## src/rtl/ddr_note_scheduler_if.sv

```systemverilog
// Handshake bundle between the note scheduler and the game-level logic around it:
// player inputs and point codes in, column drives, score and game status out.
interface ddr_note_scheduler_if;
   logic        start;
   logic [3:0]  key;
   logic [15:0] pt_in;
   logic [3:0]  spawn;
   logic        step;
   logic [11:0] top_pos;
   logic [9:0]  score;
   logic [7:0]  notes_left;
   logic [1:0]  state;
   logic        game_over;

   modport master (
      output start, key, pt_in,
      input  spawn, step, top_pos, score, notes_left, state, game_over
   );

   modport slave (
      input  start, key, pt_in,
      output spawn, step, top_pos, score, notes_left, state, game_over
   );
endinterface

```

## src/rtl/ddr_note_scheduler.sv

```systemverilog
// Game sequencer for four 5-light note columns: paces steps, spawns notes from an LFSR,
// tracks shadow occupancy for TOP_POS, handles key hits and keeps the saturating score.
module ddr_note_scheduler #(
   parameter int         STEP_CYCLES = 50,
   parameter int         NUM_NOTES   = 64,
   parameter logic [7:0] LFSR_SEED   = 8'hA5,
   parameter int         LOSE_SCORE  = -32
) (
   input logic                  clk,
   input logic                  rst_n,
   ddr_note_scheduler_if.slave  bus
);

   localparam int                CW        = (STEP_CYCLES > 2) ? $clog2(STEP_CYCLES) : 1;
   localparam logic [CW-1:0]     CNT_LAST  = CW'(STEP_CYCLES - 1);
   localparam logic signed [11:0] LOSE_LIM = 12'(LOSE_SCORE);

   typedef enum logic [1:0] {
      IDLE = 2'b00,
      PLAY = 2'b01,
      DONE = 2'b10
   } state_t;

   state_t             st;
   logic [CW-1:0]      cnt;
   logic [7:0]         lfsr;
   logic [3:0][4:0]    occ;
   logic [3:0]         key_prev;
   logic signed [9:0]  score_q;
   logic [7:0]         notes_left_q;
   logic [3:0]         spawn_q;
   logic               step_q;
   logic               game_over_q;

   logic               step_now;
   logic [7:0]         lfsr_shift;
   logic [3:0]         rise;
   logic [3:0]         spawn_vec;
   logic [3:0][4:0]    occ_hit;
   logic [3:0][4:0]    occ_next;
   logic [2:0]         miss_cnt;
   logic signed [11:0] pt_sum;
   logic signed [11:0] score_ext;
   logic signed [11:0] miss_ext;
   logic signed [11:0] sum;
   logic signed [9:0]  score_next;
   logic               terminal;
   logic [11:0]        top_pos_c;

   function automatic logic [2:0] top_code(input logic [4:0] o);
      logic [2:0] t;
      t = 3'd0;
      for (int i = 0; i < 5; i++) begin
         if (o[i]) t = 3'(i + 1);
      end
      return t;
   endfunction

   function automatic logic [4:0] clear_top(input logic [4:0] o);
      logic [4:0] r;
      logic       found;
      r     = o;
      found = 1'b0;
      for (int i = 4; i >= 0; i--) begin
         if (!found && o[i]) begin
            r[i]  = 1'b0;
            found = 1'b1;
         end
      end
      return r;
   endfunction

   // Hits act on the pre-shift column, so a note cleared from the top light never counts as a miss.
   always_comb begin
      step_now   = (st == PLAY) && (cnt == CNT_LAST);
      lfsr_shift = {lfsr[6:0], lfsr[7] ^ lfsr[5] ^ lfsr[4] ^ lfsr[3]};
      rise       = bus.key & ~key_prev;
      spawn_vec  = 4'd0;
      if (step_now && (notes_left_q != 8'd0) && lfsr_shift[2]) begin
         spawn_vec[lfsr_shift[1:0]] = 1'b1;
      end
      miss_cnt = 3'd0;
      pt_sum   = 12'sd0;
      occ_hit  = occ;
      occ_next = occ;
      for (int c = 0; c < 4; c++) begin
         occ_hit[c]  = rise[c] ? clear_top(occ[c]) : occ[c];
         occ_next[c] = step_now ? {occ_hit[c][3:0], spawn_vec[c]} : occ_hit[c];
         miss_cnt    = miss_cnt + {2'd0, step_now & occ_hit[c][4]};
         pt_sum      = pt_sum + {{8{bus.pt_in[4*c+3]}}, bus.pt_in[4*c +: 4]};
      end
      score_ext = {{2{score_q[9]}}, score_q};
      miss_ext  = {9'd0, miss_cnt};
      sum       = score_ext + pt_sum - miss_ext;
      if (sum > 12'sd511) begin
         score_next = 10'sd511;
      end else if (sum < -12'sd512) begin
         score_next = -10'sd512;
      end else begin
         score_next = sum[9:0];
      end
      terminal = ((notes_left_q == 8'd0) && (occ == '0)) || (score_ext <= LOSE_LIM);
   end

   always_comb begin
      top_pos_c = 12'd0;
      for (int c = 0; c < 4; c++) begin
         top_pos_c[3*c +: 3] = top_code(occ[c]);
      end
   end

   always_ff @(posedge clk or negedge rst_n) begin
      if (!rst_n) begin
         st           <= IDLE;
         cnt          <= '0;
         lfsr         <= LFSR_SEED;
         occ          <= '0;
         key_prev     <= 4'd0;
         score_q      <= 10'sd0;
         notes_left_q <= 8'd0;
         spawn_q      <= 4'd0;
         step_q       <= 1'b0;
         game_over_q  <= 1'b0;
      end else begin
         step_q   <= 1'b0;
         spawn_q  <= 4'd0;
         key_prev <= bus.key;
         case (st)
            IDLE, DONE: begin
               if (bus.start) begin
                  st           <= PLAY;
                  game_over_q  <= 1'b0;
                  score_q      <= 10'sd0;
                  notes_left_q <= 8'(NUM_NOTES);
                  cnt          <= '0;
                  occ          <= '0;
                  key_prev     <= 4'd0;
               end
            end
            PLAY: begin
               cnt     <= step_now ? '0 : cnt + 1'b1;
               occ     <= occ_next;
               score_q <= score_next;
               if (step_now) begin
                  step_q  <= 1'b1;
                  spawn_q <= spawn_vec;
                  lfsr    <= lfsr_shift;
                  if (|spawn_vec) notes_left_q <= notes_left_q - 8'd1;
               end
               if (terminal) begin
                  st          <= DONE;
                  game_over_q <= 1'b1;
               end
            end
            default: st <= IDLE;
         endcase
      end
   end

   assign bus.spawn      = spawn_q;
   assign bus.step       = step_q;
   assign bus.top_pos    = top_pos_c;
   assign bus.score      = score_q;
   assign bus.notes_left = notes_left_q;
   assign bus.state      = st;
   assign bus.game_over  = game_over_q;

endmodule

```

## src/flat_wrapper.sv

```systemverilog
// flat-port wrapper written by rule: the top's interface ports become plain ports
module ddr_note_scheduler_flat 
#(
   parameter int         STEP_CYCLES = 50,
   parameter int         NUM_NOTES   = 64,
   parameter logic [7:0] LFSR_SEED   = 8'hA5,
   parameter int         LOSE_SCORE  = -32
)
  (clk, rst_n, bus_start, bus_key, bus_pt_in, bus_spawn, bus_step, bus_top_pos, bus_score, bus_notes_left, bus_state, bus_game_over);
  ddr_note_scheduler_if bus_i ();
  input logic clk;
  input logic rst_n;
  input wire logic [$bits(bus_i.start)-1:0] bus_start;
  input wire logic [$bits(bus_i.key)-1:0] bus_key;
  input wire logic [$bits(bus_i.pt_in)-1:0] bus_pt_in;
  output wire logic [$bits(bus_i.spawn)-1:0] bus_spawn;
  output wire logic [$bits(bus_i.step)-1:0] bus_step;
  output wire logic [$bits(bus_i.top_pos)-1:0] bus_top_pos;
  output wire logic [$bits(bus_i.score)-1:0] bus_score;
  output wire logic [$bits(bus_i.notes_left)-1:0] bus_notes_left;
  output wire logic [$bits(bus_i.state)-1:0] bus_state;
  output wire logic [$bits(bus_i.game_over)-1:0] bus_game_over;
  assign bus_i.start = bus_start;
  assign bus_i.key = bus_key;
  assign bus_i.pt_in = bus_pt_in;
  assign bus_spawn = bus_i.spawn;
  assign bus_step = bus_i.step;
  assign bus_top_pos = bus_i.top_pos;
  assign bus_score = bus_i.score;
  assign bus_notes_left = bus_i.notes_left;
  assign bus_state = bus_i.state;
  assign bus_game_over = bus_i.game_over;
  ddr_note_scheduler #(.STEP_CYCLES(STEP_CYCLES), .NUM_NOTES(NUM_NOTES), .LFSR_SEED(LFSR_SEED), .LOSE_SCORE(LOSE_SCORE)) u_core (.clk(clk), .rst_n(rst_n), .bus(bus_i));
endmodule
```

## config.mk

```make
export PLATFORM = sky130hd
export DESIGN_NAME = ddr_note_scheduler_flat
export DESIGN_NICKNAME = d
export VERILOG_FILES = /design/src/rtl/ddr_note_scheduler_if.sv /design/src/rtl/ddr_note_scheduler.sv /design/src/flat_wrapper.sv
export SDC_FILE = /design/constraint.sdc
export NUM_CORES = 1
export LEC_CHECK = 0
export CORE_UTILIZATION = 50
export CTS_CLUSTER_DIAMETER = 200
export DETAILED_ROUTE_END_ITERATION = 12
export MAX_ROUTING_LAYER = met4
export PLACE_DENSITY = 0.73
export SYNTH_ARGS = -nofsm -noshare
export SYNTH_HDL_FRONTEND = slang
export SYNTH_SLANG_ARGS = --single-unit
```

## constraint.sdc

```tcl
create_clock -name clk -period 13.4 [get_ports clk]
set_input_delay 1.34 -clock clk [delete_from_list [all_inputs] [get_ports clk]]
set_output_delay 1.34 -clock clk [all_outputs]
set_load 0.005 [all_outputs]
```

Word-level counts from Yosys, hierarchy flattened --
Index checks and enable logic that the tools add are counted.
Storage, ports and cells: bits of input ports 23, flip-flop bits (word level) 64, logic and storage cells 182, output and inout bits 38
Operators by class: reductions and logical operators 50, eq/ne operators 7, $lt $le $gt $ge 5, multiplexer cells 88, $add $sub $neg 10, bitwise logic cells 9
Operators with widths (number):
- 1-bit 2-to-1 mux | 41
- 5-bit 2-to-1 mux | 8
- 20-bit one-hot mux with 2 select lines | 1
- 10-bit 2-to-1 mux | 3
- 12-bit adder | 2
- 3-bit 2-to-1 mux | 8
- 8-bit 2-to-1 mux | 3
- 1-bit logical AND | 21
- 20-bit logical NOT | 1
- 2-bit 2-to-1 mux | 10
- 20-bit 2-to-1 mux | 1
- 4-bit 2-to-1 mux | 5
- 10-bit one-hot mux with 2 select lines | 1
- 1-bit logical NOT | 16
- 8-bit one-hot mux with 2 select lines | 1
- 10-bit by 12-bit adder with 12-bit output | 1
- 12-bit by 10-bit greater-than comparator with 1-bit output, second input constant | 1
- 12-bit by 10-bit < comparator with 1-bit output, second input constant | 1
- 6-bit 2-to-1 mux | 2
- 6-bit one-hot mux with 2 select lines | 1
- 12-bit by 4-bit subtractor with 12-bit output | 1
- 10-bit by 6-bit <= comparator with 1-bit output, second input constant | 1
- 8-bit logical NOT | 1
- 8-bit nonzero test | 1
- other kinds (27) | 37

Depth between registers and ports, before layout --
Gate-level depths: netlist of the first run.
depth after elaboration 23, depth in mapped cells 26, gate-level depth less buffers 22

Worst setup path before layout of the first run --
Ideal clock, no wire load.
path kind input to register, start input bus_key[1], end register u_core.score_q[8] (netlist: u_core.bus.score[8]), setup time 0.120 ns, data required time 13.280 ns, data arrival time 6.081 ns, path buffers 1, path slack 7.199 ns, stages 21, path through nand2b_1 -> and3_1 -> ha_1 -> inv_1 -> fa_1 -> inv_1 -> ha_1 -> fa_1 -> fa_1 -> fa_1 -> inv_1 -> ha_1 -> inv_1 -> fa_1 -> nand2b_1 -> a211oi_4 -> o221a_4 -> buf_6 -> nor4b_2 -> a2111o_1 -> and3_1
Between the ends: cells in the longest elaborated chain, start to end 11, elaborated cells between the ends (all ways) 12, those cells by class add/sub: 4; order compare: 2; mux: 4; bitwise: 2
RTL lines:
- start: declaration | RTL line flat_wrapper.sv:14 | input wire logic [$bits(bus_i.key)-1:0] bus_key;
- 4-bit AND * | RTL line ddr_note_scheduler.sv:77 | rise = bus.key & ~key_prev;
- 5-bit 2-to-1 mux * | RTL line ddr_note_scheduler.sv:87 | occ_hit[c] = rise[c] ? clear_top(occ[c]) : occ[c];
- 1-bit AND * | RTL line ddr_note_scheduler.sv:89 | miss_cnt = miss_cnt + {2'd0, step_now & occ_hit[c][4]};
- 1-bit by 1-bit adder with 2-bit output * | RTL line ddr_note_scheduler.sv:89
- 3-bit by 1-bit adder with 3-bit output * (2 in a row) | RTL line ddr_note_scheduler.sv:89
- 12-bit by 4-bit subtractor with 12-bit output * | RTL line ddr_note_scheduler.sv:94 | sum = score_ext + pt_sum - miss_ext;
- 12-bit by 10-bit < comparator with 1-bit output | RTL line ddr_note_scheduler.sv:97 | end else if (sum < -12'sd512) begin
- 10-bit 2-to-1 mux | RTL line ddr_note_scheduler.sv:97
- 10-bit 2-to-1 mux * | RTL line ddr_note_scheduler.sv:95 | if (sum > 12'sd511) begin
- 10-bit one-hot mux with 2 select lines * | RTL line ddr_note_scheduler.sv:128 | case (st)
- end signal: assignment | RTL line ddr_note_scheduler.sv:143 | score_q <= score_next;
- end: declaration | RTL line ddr_note_scheduler.sv:29 | logic signed [9:0] score_q;
Every way passes the cells marked *; elsewhere a longest branch is shown, timed or not. A chain may end at the register's enable or synchronous reset.

Worst setup path in the final report of the first run --
start input bus_key[1], end register u_core.score_q[6] (netlist: u_core.bus.score[6])
The elaborated chain is that of the path after synthesis.

==> results of run 1 <==
## stage by stage
stage | utilization [%] | cell area [um^2] | hold WS [ps] | std cells | power [mW]
floorplan | - | 4450 | 443 | 483 | 0.746
global placement | 59.1 | 5130 | 466 | 638 | 0.899
detailed placement | 59.1 | 5130 | 488 | 638 | 0.911
CTS | 61.2 | 5310 | 495 | 654 | 1.06
global route | 61.2 | 5310 | 527 | 654 | 1.15
finish | 61.2 | 5310 | 489 | 654 | 1.06
## synthesized netlist by cell type (2+ instances only)
library cell  count
nor3_1           10
a211oi_1          5
fa_1             18
nand4_1           3
or2_2             9
o21ai_1           2
o21a_1            2
a2111o_1          2
or4_1             5
o31ai_1           5
and3_1            7
nand3_1           9
o211ai_1          6
a22oi_1           4
xnor2_1           8
inv_1            39
o32ai_1           2
nand2_1          41
o21ai_0          32
mux2i_1           5
a21o_1            4
xor2_1            8
o21bai_1          2
a22o_1            4
a32o_1            4
mux2_2            8
ha_1             25
nand2b_1         12
nand4b_1          2
buf_6             2
nor2_1           46
dfrtp_1          60
o221ai_1          2
and2_1            5
nor2b_1           2
clkbuf_1         12
a21oi_1          30
dfstp_2           4
o22ai_1          15
## flip-flops by register name (all words and copies together), names as in the netlist
name                   cells
u_core.bus.spawn           4
u_core.bus.score          10
u_core.bus.step            1
u_core.key_prev            4
u_core.cnt                 6
u_core.bus.game_over       1
u_core.bus.state           2
u_core.lfsr                8
u_core.bus.notes_left      8
u_core.occ                20
## layer usage
layer	vias to the layer above	GRT usage [%]	wire (um)	share of wire, %
met2	78	36.5	4700	46
met4	0	5.27	110	1.1
li1	1828	-	-	-
met3	12	5.01	478	4.7
met5	-	-	0	0
met1	1775	33.3	4820	48
## power breakdown
part           internal [mW]  total [mW]  switching (mW)  leakage, nW
Sequential             0.221       0.251          0.0292        0.849
Combinational          0.272       0.663           0.391         1.47
Clock                 0.0685       0.150          0.0814       0.0898
Total                  0.562        1.06           0.501         2.41
## cells by family (layout without fill, tap and decap cells)
group,after synthesis,after routing,synth area share [%]
and+or+nand+nor,157,157,17.3
AOI/OAI and AO/OA,134,134,20.1
DFF,64,64,36.1
buffers and inverters,56,119,5.17
adders and majority gates,43,43,15.1
xor gates and xnor gates,16,16,3.15
muxes,13,13,3.15
## worst register-to-register path: cells and delay by family, from the launching register on
kind	cells	cell delay (ps)
AO/OA/AOI/OAI	3	810
AND/OR/NAND/NOR	6	2090
buffers and inverters	4	260
adder cells (fa/ha/maj)	8	2820
flip-flops	1	450
## area by class of cell
type | instances | area [um^2] | share of cell area [%]
sequential | 64 | 1610 | 30.2
clock inverter | 7 | 56.3 | 1.06
multi-input combinational | 363 | 2620 | 49.3
tap | 108 | 135 | 2.54
timing repair buffer | 64 | 626 | 11.8
clock buffer | 9 | 124 | 2.33
inverter | 39 | 146 | 2.76
## path summary, 6_finish.rpt
path,end,cells past startpoint,start
setup / recovery,u_core.bus.score[6]$_DFFE_PN0P_,21,bus_key[1]
hold / removal,u_core.cnt[5]$_DFFE_PN0P_,1,u_core.cnt[5]$_DFFE_PN0P_
setup reg to reg,u_core.bus.score[6]$_DFFE_PN0P_,21,u_core.bus.state[0]$_DFFE_PN0P_
hold reg to reg,u_core.cnt[5]$_DFFE_PN0P_,1,u_core.cnt[5]$_DFFE_PN0P_
max in group asynchronous,u_core.occ[7]$_DFFE_PN0P_,2,rst_n
min in group asynchronous,u_core.key_prev[2]$_DFF_PN0_,2,rst_n
==> metrics.md, run 1 <==
| Metric | Value |
|---|---|
| Status | `completed` |
| GR Overflow Total | `0` |
| Critical path buffers and inverters | `5` |
| DR WL/cell | `between 15 and 20 um` |
| Die Ht | `a little under 100 um` |
| Largest net degree at the start of global routing | `65` |
| RSZ-0062 raised after global routing | `false` |
| Share of cells above drive strength 1 | `under 10%` |
| Total detailed-routing wirelength | `approximately 10 mm` |
| Port-buffer cells | `60` |
| Die width | `just under 100 um` |
| Ys async rst share | `100%` |
| Tcrit/Tclk final | `51.2%` |
| Slew @ Worst Pin | `roughly 830 ps` |
| Starting density of the core | `around half` |
| Clk_skew | `9.10 ps` |
| Ant. Diodes | `0` |
| I/O pins | `61` |
| Slowest-stage cell, CP | `fa_1` |
| Crit Path Category | `input port to flop` |
| Main flop type after synthesis | `dfrtp_1` |
| Post-Place Worst Slack | `roughly 6300 ps` |
| Cell taking the most area after synthesis | `dfrtp_1` |
| CP Capture Type | `flop` |
| DRC Markers | `0` |
| Tot GR Track Use | `24.0%` |
| Critical path's top delay family | `adder cells` |
| Peak supply drop | `0.124 mV` |
| # setup viols final | `0` |
| Core region area | `8680 um^2` |
| # fillers | `794` |
| Total of max-cap violations | `0` |
| Power Density | `between 200 and 250 nW/um^2` |
| CTS Buf Count | `9` |
| CTS root buffer | `clkbuf_8` |
| Post-synth top area share | `between 30% and 40%` |
| Number of flops mapped to enable cells by yosys | `0` |
| Total vias in the final route | `~3700` |
| Quantity of hold-fixing buffers added after cts | `0` |
| Synthesis-stage register bit count | `64` |
| Setup crit start kind | `input port` |
| Reg2Reg Setup Slack | `6850 ps` |
| Worst setup margin | `between 6000 and 7000 ps` |
| Number of global-route vias before repair | `roughly 3500` |
| Area of the die | `roughly 9300 um^2` |
| GPL Wtd Cong | `0.873` |
| Row count | `34` |
| Synth area leaders | `dfrtp_1, fa_1, ha_1, nor2_1, o21ai_0` |
| Count of pins over their slew limit | `0` |
| Clk buf depth | `2` |
| Most common cell after layout, fill and taps aside | `dfrtp_1` |
| HPWL after detailed placement | `approximately 7.6 mm` |
| Crit-path cells | `clkdlybuf4s50_1 -> nand2b_1 -> and3_1 -> ha_1 -> inv_1 -> fa_1 -> inv_1 -> ha_1 -> fa_1 -> fa_1 -> fa_1 -> inv_1 -> ha_1 -> inv_1 -> fa_1 -> nand2b_1 -> a211oi_4 -> o221a_4 -> nor4b_2 -> nor3_2 -> a211oi_1` |
| Initial antenna violation count | `0` |
| Slowest stage delay, CP | `between 500 and 600 ps` |
| Req. time, crit path | `~14000 ps` |
| Crit path top cell by count | `fa_1` |
| Nets | `slightly above 600` |
| Slew HR | `approximately 44%` |
| Crit path DAT | `~7100 ps` |
| YS warnings | `0` |
| Final period demand of the worst path | `6860 ps` |
| Clk_lat worst skew | `350 ps` |
| Sequential area share after synthesis | `a little over a third` |
| Initial drt markers | `190` |
| Hold Vio Cnt, Final | `0` |
| First-pass DRT Iterations | `5` |
| CP max FO | `10` |
| Routed Antenna Nets | `0` |
| Leakage | `roughly 2.4 nW` |
| Drt via density | `5.65` |
| Commonest cells after routing, fill and taps aside | `dfrtp_1, clkdlybuf4s50_1, nor2_1` |
| Syn Nets | `roughly 550` |
| Synth Instances | `roughly 480` |
| Syn_area_per_cell | `between 9 and 10 um^2` |
| Yosys cell types | `a little over 60` |
| Synthesis-to-finish area growth | `19.2%` |
| Clk sinks | `64` |
| Htree depth | `3` |
| TNS Setup | `0 ps` |
| Post-Syn Area | `about 4500 um^2` |
| Post CTS Setup Buffer Count | `0` |
| Fmax achieved | `approximately 150 MHz` |
| First-pass GRT wire length | `16.5 mm` |
| Hold crit path type | `flop to flop` |
| Clock-pin slew on the worst setup and hold paths | `70 ps` |
| CTS tree | `done` |
| Post-CTS sizing | `0` |
Power figures use the tool's default switching activity.
==> inputs of run 2 (changes only) <==
==> constraint.sdc (replaced) <==
create_clock -name clk -period 7.1 [get_ports clk]
set_input_delay 0.71 -clock clk [delete_from_list [all_inputs] [get_ports clk]]
set_output_delay 0.71 -clock clk [all_outputs]
set_load 0.005 [all_outputs]
==> run 2 against run 1 <==
  * Worst hold slack improved by 17 ps
  * Via count grew 2.8%
  * Combinational power is 87% higher
  * Die area stayed put
  * Clock skew increased by 4.8 ps
  * Clock-buffer cell count up 1
  * Clock power increased by 90%
  * Power increased by 88%
  * Routed wire length grew 1.9%
  * Global-route usage rose by 0.59 points
  * Critical endpoint unchanged
==> metrics.md, run 2 (synthesis results as in run 1) <==
| Metric | Value |
|---|---|
| Status | `completed` |
| Layout Cells excl Fill | `655 (+0.15%)` |
| Final period demand of the worst path | `a little over 6000 ps` |
| Placed inst area | `5140 um^2 (+0.15%)` |
| Die Ht | `96.4 um (unchanged)` |
| M3 GR Usage | `5.16% (+0.16 points)` |
| Most common cell after layout, fill and taps aside | `dfrtp_1` |
| Largest net degree at the start of global routing | `65 (unchanged)` |
| Hold crit path type | `input port to asynchronous set/reset pin` |
| Clk sinks | `64 (unchanged)` |
| # setup viols final | `0 (unchanged)` |
| DRC Markers | `0 (unchanged)` |
| Fmax achieved | `between 150 and 200 MHz` |
| CTS tree | `done` |
| I/O pins | `61 (unchanged)` |
| Met1 GRT Util | `34.1% (+0.88 points)` |
| CTS Buf Count | `9 (unchanged)` |
| Ant. Diodes | `0 (unchanged)` |
| Port-buffer cells | `60 (unchanged)` |
| HPWL after detailed placement | `7.66 mm (+1.0%)` |
| Crit path DAT | `6330 ps (-720 ps)` |
| Htree depth | `3 (unchanged)` |
| Hold Vio Cnt, Final | `0 (unchanged)` |
| Cells after DPL | `639 (+0.16%)` |
| R2R depth | `21 (unchanged)` |
| Crit-path cells | `clkdlybuf4s50_1 -> nand2b_1 -> and3_1 -> ha_1 -> inv_1 -> fa_1 -> inv_1 -> ha_1 -> fa_1 -> fa_1 -> fa_1 -> inv_1 -> ha_1 -> inv_1 -> fa_1 -> nand2b_1 -> a211oi_4 -> o221a_4 -> nor4b_2 -> nor3_2 -> a211oi_1` |
| Die width | `96.4 um (unchanged)` |
| Synthesis-to-finish area growth | `19.4%` |
| Power Density | `375 nW/um^2 (+87%)` |
| Worst setup margin | `977 ps (-5570 ps)` |
| Total Power | `2.00 mW (+88%)` |
| CTS root buffer | `clkbuf_8` |
| Clock-pin slew on the worst setup and hold paths | `70 ps (about the same)` |
| Met2 usage | `36.8% (+0.24 points)` |
| TNS Setup | `0 ps (unchanged)` |
| Commonest cells after routing, fill and taps aside | `dfrtp_1, clkdlybuf4s50_1, nor2_1` |
| CP max FO | `10 (unchanged)` |
| Post-CTS sizing | `0 (unchanged)` |
| DR WL/cell | `15.7 um (+1.8%)` |
| Clk buf depth | `2 (unchanged)` |
| Slew HR | `47.5% (+3.0 points)` |
| Worst Setup EP | `u_core.bus.score[6]$_DFFE_PN0P_` |
| Core region area | `8680 um^2 (unchanged)` |
| Crit path top cell by count | `fa_1` |
| Leakage | `2.41 nW (+0.18%)` |
| First-pass GRT wire length | `16.8 mm (+2.4%)` |
| Row count | `34 (unchanged)` |
| Nets | `608 (+0.16%)` |
| Count of pins over their slew limit | `0 (unchanged)` |
| Share of cells above drive strength 1 | `9.51% (+0.17 points)` |
| Total detailed-routing wirelength | `10.3 mm (+1.9%)` |
| Post-Place Worst Slack | `644 ps (-5610 ps)` |
| Clk_skew | `13.9 ps (+4.78 ps)` |
| Req. time, crit path | `7310 ps (-6280 ps)` |
| Area of the die | `9290 um^2 (unchanged)` |
| GR Overflow Total | `0 (unchanged)` |
| Max FFs per register | `20 (unchanged)` |
| GPL Wtd Cong | `0.891 (+2.0%)` |
| Slew @ Worst Pin | `788 ps (-45.2 ps)` |
| Tcrit/Tclk final | `a little under nine tenths` |
| First-pass DRT Iterations | `6 (+1)` |
| GRT busiest layer | `met2` |
| Tot GR Track Use | `24.6% (+0.59 points)` |
| CP Capture Type | `flop` |
| Final hold slack | `506 ps (+17.2 ps)` |
| Crit Path Category | `input port to flop` |
| Design area | `5320 um^2 (+0.14%)` |
| Setup crit start kind | `input port` |
| Routed Antenna Nets | `0 (unchanged)` |
| Drt via density | `5.80 (+2.6%)` |
| Total of max-cap violations | `0 (unchanged)` |
| Number of global-route vias before repair | `3521 (+1.4%)` |
| RR Endpoint | `u_core.bus.score[6]$_DFFE_PN0P_` |
| Post CTS Setup Buffer Count | `0 (unchanged)` |
| Peak supply drop | `0.175 mV (+41%)` |
| Total vias in the final route | `3796 (+2.8%)` |
| Reg2Reg Setup Slack | `1000 ps (-5850 ps)` |
| Layout Utilization | `61.3% (+0.087 points)` |
| Starting density of the core | `51.3% (unchanged)` |
| Reg-to-reg startpoint | `u_core.bus.state[0]$_DFFE_PN0P_` |
| Slowest-stage cell, CP | `fa_1` |
| Initial drt markers | `204 (+7.4%)` |
| Slowest stage delay, CP | `590 ps (about the same)` |
| Initial antenna violation count | `0 (unchanged)` |
| Critical path origin | `bus_key[1]` |
| Biggest register | `u_core.occ` |
| Clk_lat worst skew | `360 ps (about the same)` |
| RSZ-0062 raised after global routing | `false` |
| Quantity of hold-fixing buffers added after cts | `0 (unchanged)` |
[run 2: cell count changes in the layout (fill, tap and decap cells not counted), sizes merged]
| cell | previous run | this run |
|---|---|---|
| buf | 5 | 6 |
| clkbuf | 9 | 10 |
| clkinv | 5 | 3 |
| clkinvlp | 1 | 2 |
[run 2: cell type report]
class,count,area (um^2)
clock buffer,10,138
timing repair buffer,65,633
sequential,64,1610
fill,766,3360
inverter,39,146
multi-input combinational,363,2620
tap,108,135
clock inverter,6,42.5
[run 2: layer usage]
metal	wire length, um	vias up	part of all wire [%]
met5	0	-	0
met4	165	0	1.6
met3	586	20	5.7
met2	4830	121	47
met1	4730	1819	46
li1	-	1836	-
[run 2: how the worst min path moves through the flow]
| stage | cells past startpoint | to | from |
|---|---|---|---|
| after global routing | 1 | u_core.lfsr[6]$_DFFE_PN0P_ | u_core.lfsr[6]$_DFFE_PN0P_ |
| after floorplan | 0 | u_core.bus.game_over$_DFFE_PN0P_ | rst_n |
| final | 2 | u_core.bus.step$_DFF_PN0_ | rst_n |
| after CTS | 1 | u_core.cnt[5]$_DFFE_PN0P_ | u_core.cnt[5]$_DFFE_PN0P_ |
| after global placement | 1 | u_core.cnt[5]$_DFFE_PN0P_ | u_core.cnt[5]$_DFFE_PN0P_ |
| after detailed placement | 2 | u_core.bus.game_over$_DFFE_PN0P_ | u_core.bus.game_over$_DFFE_PN0P_ |
[run 2: worst max-delay path, delay by kind of cell]
family / cells / cell delay [ps]
AO/OA/AOI/OAI: 3 / 770
adder cells (fa/ha/maj): 8 / 2940
buffers and inverters: 5 / 750
AND/OR/NAND/NOR: 5 / 1140
[run 2: report_power, final]
group          switching, mW  internal [mW]  leakage, nW
clock                  0.149          0.136       0.0887
combinational          0.727          0.510         1.48
sequential            0.0558          0.418        0.849
total                  0.931           1.06         2.41
